--- src/rtl/memory_bus_ctrl.sv ---
// memory_bus_ctrl
//   Handshaked controller between the CPU core and 2**BANK_BITS memory or
//   peripheral banks. The top BANK_BITS address bits pick a bank, which gets
//   a one-hot strobe held until that bank raises its ready. Writes to
//   read-only banks are dropped without strobing. Every access ends with a
//   one-cycle done pulse.
//
//   Optional feature: define MEMORY_BUS_TIMEOUT_EN to abort accesses that
//   wait TIMEOUT_CYCLES cycles without a ready. An aborted read returns all
//   ones and the access sets error.
//
// Ports
//   clk, reset           clock and asynchronous active-high reset
//   req, write_enable    CPU request and direction, sampled while ready=1
//   address, data_in     CPU address and write data, sampled with req
//   data_out             registered read data
//   ready, done, error   idle flag, completion pulse, last-access-timed-out
//   bank_enable          one-hot bank strobe
//   bank_write_enable    one-hot write qualifier
//   bank_address         latched low address bits
//   bank_data_in         latched write data, shared by all banks
//   bank_data_out        packed read data, bank n at [n*DATA_WIDTH +: DATA_WIDTH]
//   bank_ready           per-bank access complete
module memory_bus_ctrl #(
    parameter int unsigned ADDR_WIDTH = 16,
    parameter int unsigned DATA_WIDTH = 8,
    parameter int unsigned BANK_BITS = 2,
    parameter logic [(2**BANK_BITS)-1:0] READ_ONLY_MASK = 4'b0010,
    parameter int unsigned TIMEOUT_CYCLES = 255
) (
    input  logic                                 clk,
    input  logic                                 reset,
    input  logic                                 req,
    input  logic                                 write_enable,
    input  logic [ADDR_WIDTH-1:0]                address,
    input  logic [DATA_WIDTH-1:0]                data_in,
    output logic [DATA_WIDTH-1:0]                data_out,
    output logic                                 ready,
    output logic                                 done,
    output logic                                 error,
    output logic [(2**BANK_BITS)-1:0]            bank_enable,
    output logic [(2**BANK_BITS)-1:0]            bank_write_enable,
    output logic [ADDR_WIDTH-BANK_BITS-1:0]      bank_address,
    output logic [DATA_WIDTH-1:0]                bank_data_in,
    input  logic [(2**BANK_BITS)*DATA_WIDTH-1:0] bank_data_out,
    input  logic [(2**BANK_BITS)-1:0]            bank_ready
);

    localparam int unsigned NB = 2**BANK_BITS;

    typedef enum logic [1:0] {StIdle, StWait, StProt} state_e;

    state_e                 state_q;
    logic [BANK_BITS-1:0]   bank_q;
    logic                   we_q;

    logic [BANK_BITS-1:0]   req_bank;
    logic                   sel_ready;
    logic [DATA_WIDTH-1:0]  sel_data;

    assign req_bank  = address[ADDR_WIDTH-1 -: BANK_BITS];
    // Only the selected bank's ready and data are ever looked at.
    assign sel_ready = bank_ready[bank_q];
    assign sel_data  = bank_data_out[bank_q * DATA_WIDTH +: DATA_WIDTH];

`ifdef MEMORY_BUS_TIMEOUT_EN
    localparam int unsigned CNT_W = $clog2(TIMEOUT_CYCLES + 1);

    logic [CNT_W-1:0] cnt_q;
    logic             timeout_hit;

    // Abort on the cycle the wait count would reach TIMEOUT_CYCLES.
    assign timeout_hit = (cnt_q == CNT_W'(TIMEOUT_CYCLES - 1));
`else
    assign error = 1'b0;
`endif

    always_ff @(posedge clk or posedge reset) begin
        if (reset) begin
            state_q           <= StIdle;
            bank_q            <= '0;
            we_q              <= 1'b0;
            data_out          <= '0;
            ready             <= 1'b1;
            done              <= 1'b0;
            bank_enable       <= '0;
            bank_write_enable <= '0;
            bank_address      <= '0;
            bank_data_in      <= '0;
`ifdef MEMORY_BUS_TIMEOUT_EN
            error             <= 1'b0;
            cnt_q             <= '0;
`endif
        end else begin
            done <= 1'b0;
            case (state_q)
                StIdle: begin
                    if (req) begin
                        bank_q       <= req_bank;
                        we_q         <= write_enable;
                        bank_address <= address[ADDR_WIDTH-BANK_BITS-1:0];
                        bank_data_in <= data_in;
                        ready        <= 1'b0;
`ifdef MEMORY_BUS_TIMEOUT_EN
                        error        <= 1'b0;
                        cnt_q        <= '0;
`endif
                        if (write_enable && READ_ONLY_MASK[req_bank]) begin
                            state_q <= StProt;
                        end else begin
                            bank_enable       <= NB'(1) << req_bank;
                            bank_write_enable <= write_enable ? (NB'(1) << req_bank) : '0;
                            state_q           <= StWait;
                        end
                    end
                end
                StWait: begin
                    // Ready has priority over a timeout in the same cycle.
                    if (sel_ready) begin
                        if (!we_q) begin
                            data_out <= sel_data;
                        end
                        bank_enable       <= '0;
                        bank_write_enable <= '0;
                        done              <= 1'b1;
                        ready             <= 1'b1;
                        state_q           <= StIdle;
                    end
`ifdef MEMORY_BUS_TIMEOUT_EN
                    else if (timeout_hit) begin
                        if (!we_q) begin
                            data_out <= '1;
                        end
                        bank_enable       <= '0;
                        bank_write_enable <= '0;
                        error             <= 1'b1;
                        done              <= 1'b1;
                        ready             <= 1'b1;
                        state_q           <= StIdle;
                    end else begin
                        cnt_q <= cnt_q + 1'b1;
                    end
`endif
                end
                StProt: begin
                    done    <= 1'b1;
                    ready   <= 1'b1;
                    state_q <= StIdle;
                end
                default: begin
                    state_q <= StIdle;
                end
            endcase
        end
    end

endmodule

--- config.mk ---
export PLATFORM = sky130hd
export DESIGN_NAME = memory_bus_ctrl
export DESIGN_NICKNAME = d
export VERILOG_FILES = /design/src/rtl/memory_bus_ctrl.sv
export SDC_FILE = /design/constraint.sdc
export NUM_CORES = 1
export LEC_CHECK = 0
export ABC_AREA = 1
export BUFFER_PORTS_ARGS = -buffer_cell sky130_fd_sc_hd__buf_2
export CAP_MARGIN = 20
export CORE_ASPECT_RATIO = 2
export CORE_MARGIN = 3
export CORE_UTILIZATION = 42
export DETAILED_ROUTE_END_ITERATION = 7
export HOLD_SLACK_MARGIN = 0.15
export PLACE_DENSITY = 0.76
export RECOVER_POWER = 100
export SYNTH_ARGS = -nofsm -noshare
export SYNTH_HDL_FRONTEND = slang
export SYNTH_SLANG_ARGS = --single-unit
--- constraint.sdc ---
create_clock -name clk -period 1.55 [get_ports clk]
set_clock_uncertainty 0.05 [all_clocks]
set_input_delay 0 -clock clk [delete_from_list [all_inputs] [get_ports clk]]
set_output_delay 0 -clock clk [all_outputs]
set_load 0.03 [all_outputs]
==> results of run 1 <==
## placed cells by master (no fill, tap or decap), drive strengths merged, types with 2 or more instances in the layout
master	count
buf	71
clkbuf	48
clkinv	2
dfrtp	44
dlygate4sd3	59
ha	4
inv	14
nand2	116
nand3	17
nand4	9
nor2	28
nor3	3
o21ai	28
## worst max path at each step
stage | slack, ns | to | startpoint
2_1_floorplan | 0.08 | bank_enable[0] | state_q[1]
3_3_place_gp | 0.06 | bank_write_enable[3] | state_q[0]
3_5_place_dp | -0.02 | bank_enable[3] | state_q[0]
4_1_cts | 0.02 | bank_enable[2] | state_q[1]
5_1_grt | 0.005 | bank_enable[3] | state_q[0]
6_report | 0.12 | bank_enable[2] | state_q[0]
## critical path: stages, from the launching register on
cell and delay [ns]:
dfrtp_2 0.45, inv_2 0.09, ha_4 0.15, inv_1 0.06, or2_4 0.30, nand3_4 0.14, nand2_1 0.07, nand2_1 0.07
## stage by stage
step / hold WS [ns] / setup WS [ns] / total power [W] / std cells
2_1_floorplan: 0.0596 / 0.0807 / 0.00458 / 282
3_3_place_gp: 0.118 / 0.0584 / 0.00542 / 438
3_5_place_dp: 0.118 / -0.0194 / 0.00549 / 438
4_1_cts: 0.211 / 0.0231 / 0.00659 / 505
5_1_grt: 0.246 / 0.00524 / 0.00703 / 507
6_report: 0.205 / 0.120 / 0.00650 / 507
## metal layers
layer	wire [um]	share of wire	up-vias	track usage
li1	-	-	1225	-
met1	2390	0.34	1154	0.220
met2	3890	0.56	102	0.431
met3	477	0.069	17	0.0548
met4	194	0.028	0	0.109
met5	0	0	-	0
## cells by family (layout without fill, tap and decap cells)
kind of cell | count (synthesis) | after routing | share of synthesized area
other cells | 1 | 1 | 0.00165
compound gates | 29 | 29 | 0.0650
buf+inv | 29 | 196 | 0.0683
simple gates | 174 | 174 | 0.347
fa+ha+maj | 4 | 4 | 0.0220
flops | 45 | 45 | 0.496
## final cells by class
type,count,area share
clock buffers,6,0.0234
clock inverters,2,0.0106
inverters,16,0.0184
multi-input cells,208,0.285
flip-flops and latches,45,0.320
well taps,58,0.0205
repair buffers,172,0.322
## state kept, by name, indices dropped and copies added (netlist names)
register,count
bank_data_in,8
bank_write_enable,4
we_q,1
bank_enable,4
data_out,8
bank_address,14
ready,1
bank_q,2
state_q,2
done,1
## synth_stat cells, drive strengths merged
cell	number	area (sq um)
nand2	116	475
dfrtp	44	1100
nor2	28	121
o21ai	28	140
nand3	17	113
inv	14	52.6
buf	10	78.8
nand4	9	56.3
ha	4	50.1
clkbuf	3	11.3
nor3	3	15.0
clkinv	2	12.5
conb	1	3.75
dfstp	1	26.3
o21a	1	7.51
or2	1	6.26
## what timing repair did
| action | 4_1_cts | 5_1_grt |
|---|---|---|
| cloned | 0 | 0 |
| hold endpoints to repair | 88 | 0 |
| setup buffers | 0 | 2 |
| gates resized for setup | 1 | 8 |
| pin swaps | 0 | 1 |
| hold buffers | 59 | 0 |
| endpoints found under the setup margin | 8 | 10 |
## power by group through the flow
| stage | clock [W] | combinational, W | sequential, W |
|---|---|---|---|
| 6_report | 0.000939 | 0.00352 | 0.00204 |
| 5_1_grt | 0.00101 | 0.00391 | 0.00211 |
| 4_1_cts | 0.000969 | 0.00361 | 0.00201 |
| 3_3_place_gp | 0 | 0.00341 | 0.00201 |
| 2_1_floorplan | 0 | 0.00166 | 0.00292 |
| 3_5_place_dp | 0 | 0.00348 | 0.00202 |
==> flow_summary_export.csv, run 1 <==
group,metric,value,unit
status,status,"complete, no violations",
detailed_routing,firstDrtPassIters,4,
setup_path,required,1.75,ns
global_route,antenna_found_initial,0,
sta,finalSetupViolCount,0,
sta,fin_crit,1.43,ns
die,fp.dieW,58.0,um
sta,rsz0062_at_grt,"false",
layout,antenna_cells,0,
die,die_y,110,um
detailed_routing,routed_wl,6950,um
setup_path,critical_path_class,"reg2reg",
pwr,switching_share,0.493,
sta,tns,0,ns
synth,ys_seq_area_frac,0.496,
die,core,0.00518,sq mm
layout,seqCellArea,0.00113,sq mm
detailed_routing,antenna_left,0,
setup_path,reg2reg_from,"state_q[0]",
global_route,grt_max_degree,46,
place,place_congestion,0.779,
flow_run,max_cap_violations,0,
layout,multiInputGateArea,0.00101,sq mm
setup_path,crit_path_max_fanout,11,
die,ios,105,
sta,fmax,699,MHz
setup_path,critPathLaunchType,"flip-flop",
cts,cts_tree,"done",
layout,fillers,427,
cts,clock_path_buffers,2,
worst_hold_path,min_to,"data_out[0]",
place,postPlaceCellArea,0.00284,sq mm
global_route,grt_first_pass_wirelength,11100,um
setup_path,cp.arrival,1.63,ns
cts,clk_latency,0.31,ns
sta,finalMaxSlewViolations,0,
layout,design_area,0.00354,sq mm
cts,clkSlewWorstSetupHoldPaths,0.08,ns
die,dieArea,0.00638,sq mm
sta,hold_violations,0,
pwr,powerDensity,1840,mW/mm^2
worst_hold_path,min_from,"bank_ready[2]",
cts,cts_root_buf,"clkbuf_8",
pwr,ir_drop,1.46,mV
synth,yosysWarnings,0,
layout,area_delta_synth_final,55.7,%
layout,drive_gt1_frac,0.229,
synth,yosys_register_bits,45,
pwr,p_switching,0.00320,W
pwr,clkPwrFrac,0.144,
setup_path,cp-end-kind,"flip-flop",
detailed_routing,route.detailed.drc,0,
setup_path,reg2regPathDepth,7,
pwr,seqPwrFrac,0.314,
setup_path,ff2ff_setup_slack,0.12,ns
setup_path,reg2reg_to,"bank_enable[2]",
synth,synth_area,0.00227,sq mm
sta,slew_headroom,0.635,
detailed_routing,wl_per_cell,13.7,um
worst_hold_path,hold_class,"in2reg",
sta,worstMarginPinSlew,0.548,ns
synth,synth_cells,282,
layout,nets,516,
place,dp_hpwl,4260,um
pwr,power_frac_comb,0.542,
global_route,grt_overflow,0,
place,port_buffers,103,
worst_hold_path,whs_path_depth,7,
synth,syn-mean-instance-area,8.05,sq um
layout,post-route-util,0.682,
sta,fin_crit_sh,0.922,
detailed_routing,dr_total_vias,2498,
synth,syn-num-nets,350,
detailed_routing,viasPerCell,4.93,
detailed_routing,drt_iter0_markers,196,
die,initial_core_util,0.438,
global_route,track_usage,0.227,
die,num_rows,37,
synth,synth_cell_types,28,
global_route,grt_pass1_vias,2548,
cts,htreeDepth,2,
cts,numCtsBuffers,5,
pwr,p_int,0.00330,W
cts,cts_sinks,45,
pwr,leakage,1.84,nW
(Power assumes the default switching activity.)
==> run 2, diff against run 1 <==
- CELL_PAD_IN_SITES_DETAIL_PLACEMENT: not set -> 1
- CELL_PAD_IN_SITES_GLOBAL_PLACEMENT: not set -> 2
- CORE_UTILIZATION: 42 -> 22
- PLACE_DENSITY: 0.76 -> not set
- PLACE_DENSITY_LB_ADDON: not set -> 0.1
==> run 2 against run 1 <==
Sequential share of layout area is 1.0 points lower. Register-to-register slack is essentially flat. Clock-buffer cell count up 1. Utilization decreased by 31 points. Cell count is 14% higher. Clock power is 33% higher. Largest cell class is now flip-flops and latches. Highest routed layer unchanged. Fmax grew 0.92%. Wire length rose by 13%. Combinational power up 3%. Critical path depth is 1 higher. Global-route usage decreased by 8.6 points. Largest power group unchanged.
==> flow_summary_export.csv, run 2 (synthesized netlist as in run 1, its figures left out) <==
group,metric,value,unit
setup_path,critical_path_class,"reg2reg",
place,dp_slack,-0.0638,ns
cts,clkSlewWorstSetupHoldPaths,0.06,ns
place,postPlaceCellArea,0.00296,sq mm
detailed_routing,antenna_left,0,
setup_path,required,1.72,ns
die,core,0.00989,sq mm
detailed_routing,wl_met1,2790,um
setup_path,critPathLaunchType,"flip-flop",
status,status,"complete, no violations",
detailed_routing,viasPerCell,4.20,
detailed_routing,wl_met2,4480,um
detailed_routing,routed_wl,7880,um
cts,numCtsBuffers,5,
layout,final_common_cell,"nand2_1",
layout,area_delta_synth_final,60.4,%
sta,fmax,706,MHz
sta,setup_ws,0.133,ns
layout,largest_reg_flops,14,
die,dieArea,0.0117,sq mm
layout,final_cell_mix,"nand2_1, buf_2, dlygate4sd3_1",
pwr,powerDensity,1900,mW/mm^2
cts,clock_path_buffers,2,
place,port_buffers,103,
global_route,grt_first_pass_wirelength,13100,um
die,initial_core_util,0.230,
pwr,p_total,0.00691,W
detailed_routing,dr_total_vias,2422,
die,fp.dieW,77.8,um
layout,reg_top3,"bank_address: 14 flops, bank_data_in: 8 flops, data_out: 8 flops",
cts,cts_sinks,45,
worst_hold_path,hold_class,"in2reg",
detailed_routing,route.detailed.drc,0,
sta,fin_crit_sh,0.914,
worst_hold_path,whs_path_depth,5,
layout,top_register,"bank_address",
setup_path,cp.arrival,1.59,ns
global_route,track_usage,0.141,
layout,design_area,0.00364,sq mm
layout,nets,512,
detailed_routing,drt_iter0_markers,42,
die,num_rows,51,
place,place_congestion,0.712,
cts,cts_tree,"done",
sta,finalMaxSlewViolations,0,
detailed_routing,wl_per_cell,13.7,um
sta,slew_headroom,0.405,
detailed_routing,top_layer_used,"met4",
layout,antenna_cells,0,
global_route,grt_max_degree,26,
die,die_y,150,um
flow_run,max_cap_violations,0,
detailed_routing,firstDrtPassIters,4,
cts,htreeDepth,2,
global_route,grt_overflow,0,
setup_path,reg2regPathDepth,8,
sta,worstMarginPinSlew,0.892,ns
die,ios,105,
cts,cts_root_buf,"clkbuf_16",
place,dp_hpwl,5790,um
setup_path,cp-end-kind,"flip-flop",
sta,finalSetupViolCount,0,
sta,hold_violations,0,
cts,clk_latency,0.28,ns
sta,fin_crit,1.42,ns
global_route,antenna_found_initial,0,
detailed_routing,wl_met3,422,um
setup_path,crit_path_max_fanout,8,
sta,hold_ws,0.147,ns
pwr,leakage,1.87,nW
global_route,grt_pass1_vias,2731,
layout,drive_gt1_frac,0.238,
pwr,ir_drop,0.754,mV
## run 2: changes by cell type in the layout (fill, tap and decap cells not counted), moves of 2 or more
cell | before | now
dlygate4sd3_1 | 59 | 52
clkbuf_16 | 0 | 5
clkbuf_8 | 6 | 1
buf_4 | 7 | 10
dfrtp_1 | 42 | 44
dfrtp_2 | 2 | 0
## run 2: area by class of cell
class | count | area [sq um]
Fill cell | 1231 | 6250
Sequential cell | 45 | 1130
Clock inverter | 1 | 30.0
Timing Repair Buffer | 168 | 1110
Inverter | 16 | 65.1
Multi-Input combinational cell | 208 | 1010
Clock buffer | 7 | 143
Tap cell | 132 | 165
## run 2: repair_timing
item / 4_1_cts / 5_1_grt
endpoints found under the hold margin: 86 / 0
endpoints found under the setup margin: 9 / 9
hold buffers: 52 / 0
buffers inserted: 0 / 3
resized for setup: 1 / 5
pin swaps: 0 / 2
## run 2: worst max-delay path, stage by stage (launching register included)
cell and delay [ns]:
dfrtp_1 0.42, inv_2 0.10, ha_4 0.15, nand4_1 0.14
nand2_2 0.13, clkinv_4 0.09, nand3_4 0.14, nand2_1 0.07
nand2_1 0.07
## run 2: path summary, 6_finish.rpt
kind | start | endpoint | slack, ns
min in group asynchronous | reset | data_out[1] | 0.40
max in group asynchronous | reset | bank_address[9] | 0.41
worst max register to register | state_q[0] | bank_write_enable[3] | 0.13
worst min register to register | ready | ready | 0.42
worst min-delay path | bank_data_out[19] | data_out[3] | 0.15
worst max-delay path | state_q[0] | bank_write_enable[3] | 0.13
## run 2: report_power, final
group          switching (W)  internal (W)
Clock               0.000444      0.000806
Sequential          0.000321       0.00171
Combinational        0.00253       0.00110
Total                0.00329       0.00361
## run 2: layer usage
metal,GRT usage,vias to the layer above
met4,0.0570,0
met3,0.0295,13
met1,0.133,1125
met2,0.283,75
li1,-,1209
met5,0,-
## run 2: stage by stage
step | utilization | instances | setup TNS (ns)
after floorplan | - | 282 | 0
after global routing | 0.368 | 577 | -0.00673
after CTS | 0.370 | 574 | 0
after global placement | 0.299 | 514 | -0.0520
final | 0.368 | 577 | 0
after detailed placement | 0.299 | 514 | -0.359
==> run 3, diff against run 2 <==
- REMOVE_ABC_BUFFERS: not set -> 1
==> run 3 against run 2 <==
Cell count unchanged. Design area decreased by 0.55%. Fmax decreased by 1.3%. Clock-buffer cell count increased by 1. Sequential share of layout area increased by 0.21 points. Via count unchanged. Critical path type unchanged. Largest cell class unchanged. Largest power group unchanged. Highest routed layer unchanged.
==> flow_summary_export.csv, run 3 (synthesized netlist as in run 1, its figures left out) <==
group,metric,value,unit
layout,area_delta_synth_final,59.5,%
layout,post-route-util,0.366,
detailed_routing,wl_per_cell,13.3,um
die,initial_core_util,0.230,
cts,clock_path_buffers,2,
die,dieArea,0.0117,sq mm
place,dp_hpwl,5500,um
sta,slew_headroom,0.560,
die,fp.dieW,77.8,um
pwr,p_int,0.00344,W
detailed_routing,route.detailed.drc,0,
setup_path,cp-end-kind,"flip-flop",
global_route,grt_pass1_vias,2597,
global_route,grt_overflow,0,
global_route,antenna_found_initial,0,
detailed_routing,drt_iter0_markers,34,
global_route,grt_first_pass_wirelength,12600,um
setup_path,crit_path_max_fanout,8,
cts,numCtsBuffers,5,
sta,finalSetupViolCount,0,
detailed_routing,routed_wl,7660,um
sta,hold_violations,0,
layout,nets,512,
cts,cts_sinks,45,
pwr,powerDensity,1850,mW/mm^2
layout,seqCellArea,0.00113,sq mm
layout,final_common_cell,"nand2_1",
status,status,"complete, no violations",
pwr,p_total,0.00672,W
pwr,ir_drop,0.922,mV
setup_path,cp.arrival,1.56,ns
cts,cts_root_buf,"clkbuf_16",
pwr,seqPwrFrac,0.304,
sta,setup_ws,0.115,ns
pwr,p_switching,0.00328,W
setup_path,critPathLaunchType,"flip-flop",
pwr,power_frac_comb,0.541,
pwr,leakage,1.85,nW
cts,htreeDepth,2,
global_route,grt_max_degree,46,
sta,fin_crit_sh,0.926,
detailed_routing,viasPerCell,4.20,
die,die_y,150,um
layout,fillers,1247,
sta,fmax,697,MHz
global_route,track_usage,0.137,
worst_hold_path,hold_class,"in2reg",
sta,fin_crit,1.44,ns
flow_run,max_cap_violations,0,
place,port_buffers,103,
layout,final_cell_mix,"nand2_1, buf_2, dlygate4sd3_1",
die,num_rows,51,
sta,worstMarginPinSlew,0.660,ns
die,ios,105,
layout,top_register,"bank_address",
cts,clkSlewWorstSetupHoldPaths,0.06,ns
detailed_routing,firstDrtPassIters,4,
setup_path,required,1.68,ns
layout,multiInputGateArea,0.00102,sq mm
layout,drive_gt1_frac,0.231,
layout,reg_top3,"bank_address: 14 flops, bank_data_in: 8 flops, data_out: 8 flops",
place,place_congestion,0.704,
pwr,switching_share,0.488,
layout,largest_reg_flops,14,
cts,clk_latency,0.29,ns
sta,finalMaxSlewViolations,0,
place,dp_slack,-0.0355,ns
detailed_routing,antenna_left,0,
die,core,0.00989,sq mm
detailed_routing,dr_total_vias,2422,
pwr,clkPwrFrac,0.155,
cts,cts_tree,"done",
setup_path,critical_path_class,"reg2reg",
layout,antenna_cells,0,
==> run 3: changes by cell type in the layout (fill, tap and decap cells not counted) <==
cell	previous run	this run
clkbuf_1	41	43
buf_4	10	9
bufinv_16	1	0
clkbuf_2	1	0
clkbuf_4	0	1
clkbuf_8	1	0
dfrtp_1	44	43
dfrtp_2	0	1
dlygate4sd3_1	52	53
ha_2	1	0
ha_4	1	2
inv_1	9	10
inv_2	5	4
==> run 3: layout make-up <==
class                   instances  share of cell area
flip-flops and latches         45               0.312
repair buffers                168               0.307
multi-input cells             208               0.280
well taps                     132              0.0456
clock buffers                   8              0.0377
inverters                      16              0.0180
==> run 3: metal layers <==
layer  wire [um]  GRT usage
met1        2710      0.134
met2        4460      0.277
met3         379     0.0247
met4         106     0.0455
met5           0          0
==> run 3: power by group through the flow <==
stage	Clock (W)	Combinational [W]	Sequential [W]
after floorplan	0	0.00141	0.00300
after global placement	0	0.00365	0.00203
after detailed placement	0	0.00369	0.00203
after CTS	0.00110	0.00380	0.00203
after global routing	0.00115	0.00407	0.00212
final	0.00104	0.00363	0.00204
==> run 3: repair_timing <==
item,4_1_cts,5_1_grt
endpoints found under the hold margin,87,0
setup buffers,0,2
resized for setup,1,6
hold buffers,53,0
endpoints found under the setup margin,9,9
pin swaps,0,2
==> run 3: metrics by stage <==
step	instances	setup TNS, ns	instance area, sq um	hold WS (ns)
6_report	577	0	3620	0.153
3_5_place_dp	514	-0.188	2970	0.0205
4_1_cts	575	0	3640	0.154
2_1_floorplan	269	-7.03	2180	0.0596
5_1_grt	577	-0.00625	3620	0.236
3_3_place_gp	514	-0.00166	2970	0.0104
==> run 3: path summary, 6_finish.rpt <==
| path | start | endpoint | slack (ns) | cells after the start |
|---|---|---|---|---|
| hold reg to reg | data_out[6] | data_out[6] | 0.42 | 2 |
| hold / removal | bank_data_out[2] | data_out[2] | 0.15 | 7 |
| setup reg to reg | state_q[1] | bank_write_enable[0] | 0.11 | 9 |
| setup / recovery | state_q[1] | bank_write_enable[0] | 0.11 | 9 |
| max in group asynchronous | reset | state_q[0] | 0.55 | 4 |
| min in group asynchronous | reset | bank_address[1] | 0.43 | 4 |
==> run 3: critical path: stages (launching register included) <==
cell	delay, ns
dfrtp_1	0.38
inv_1	0.15
ha_4	0.19
inv_2	0.08
nand2_2	0.07
nand2_2	0.06
clkinv_4	0.08
nand3_4	0.12
nand2_1	0.09
nand2_1	0.05
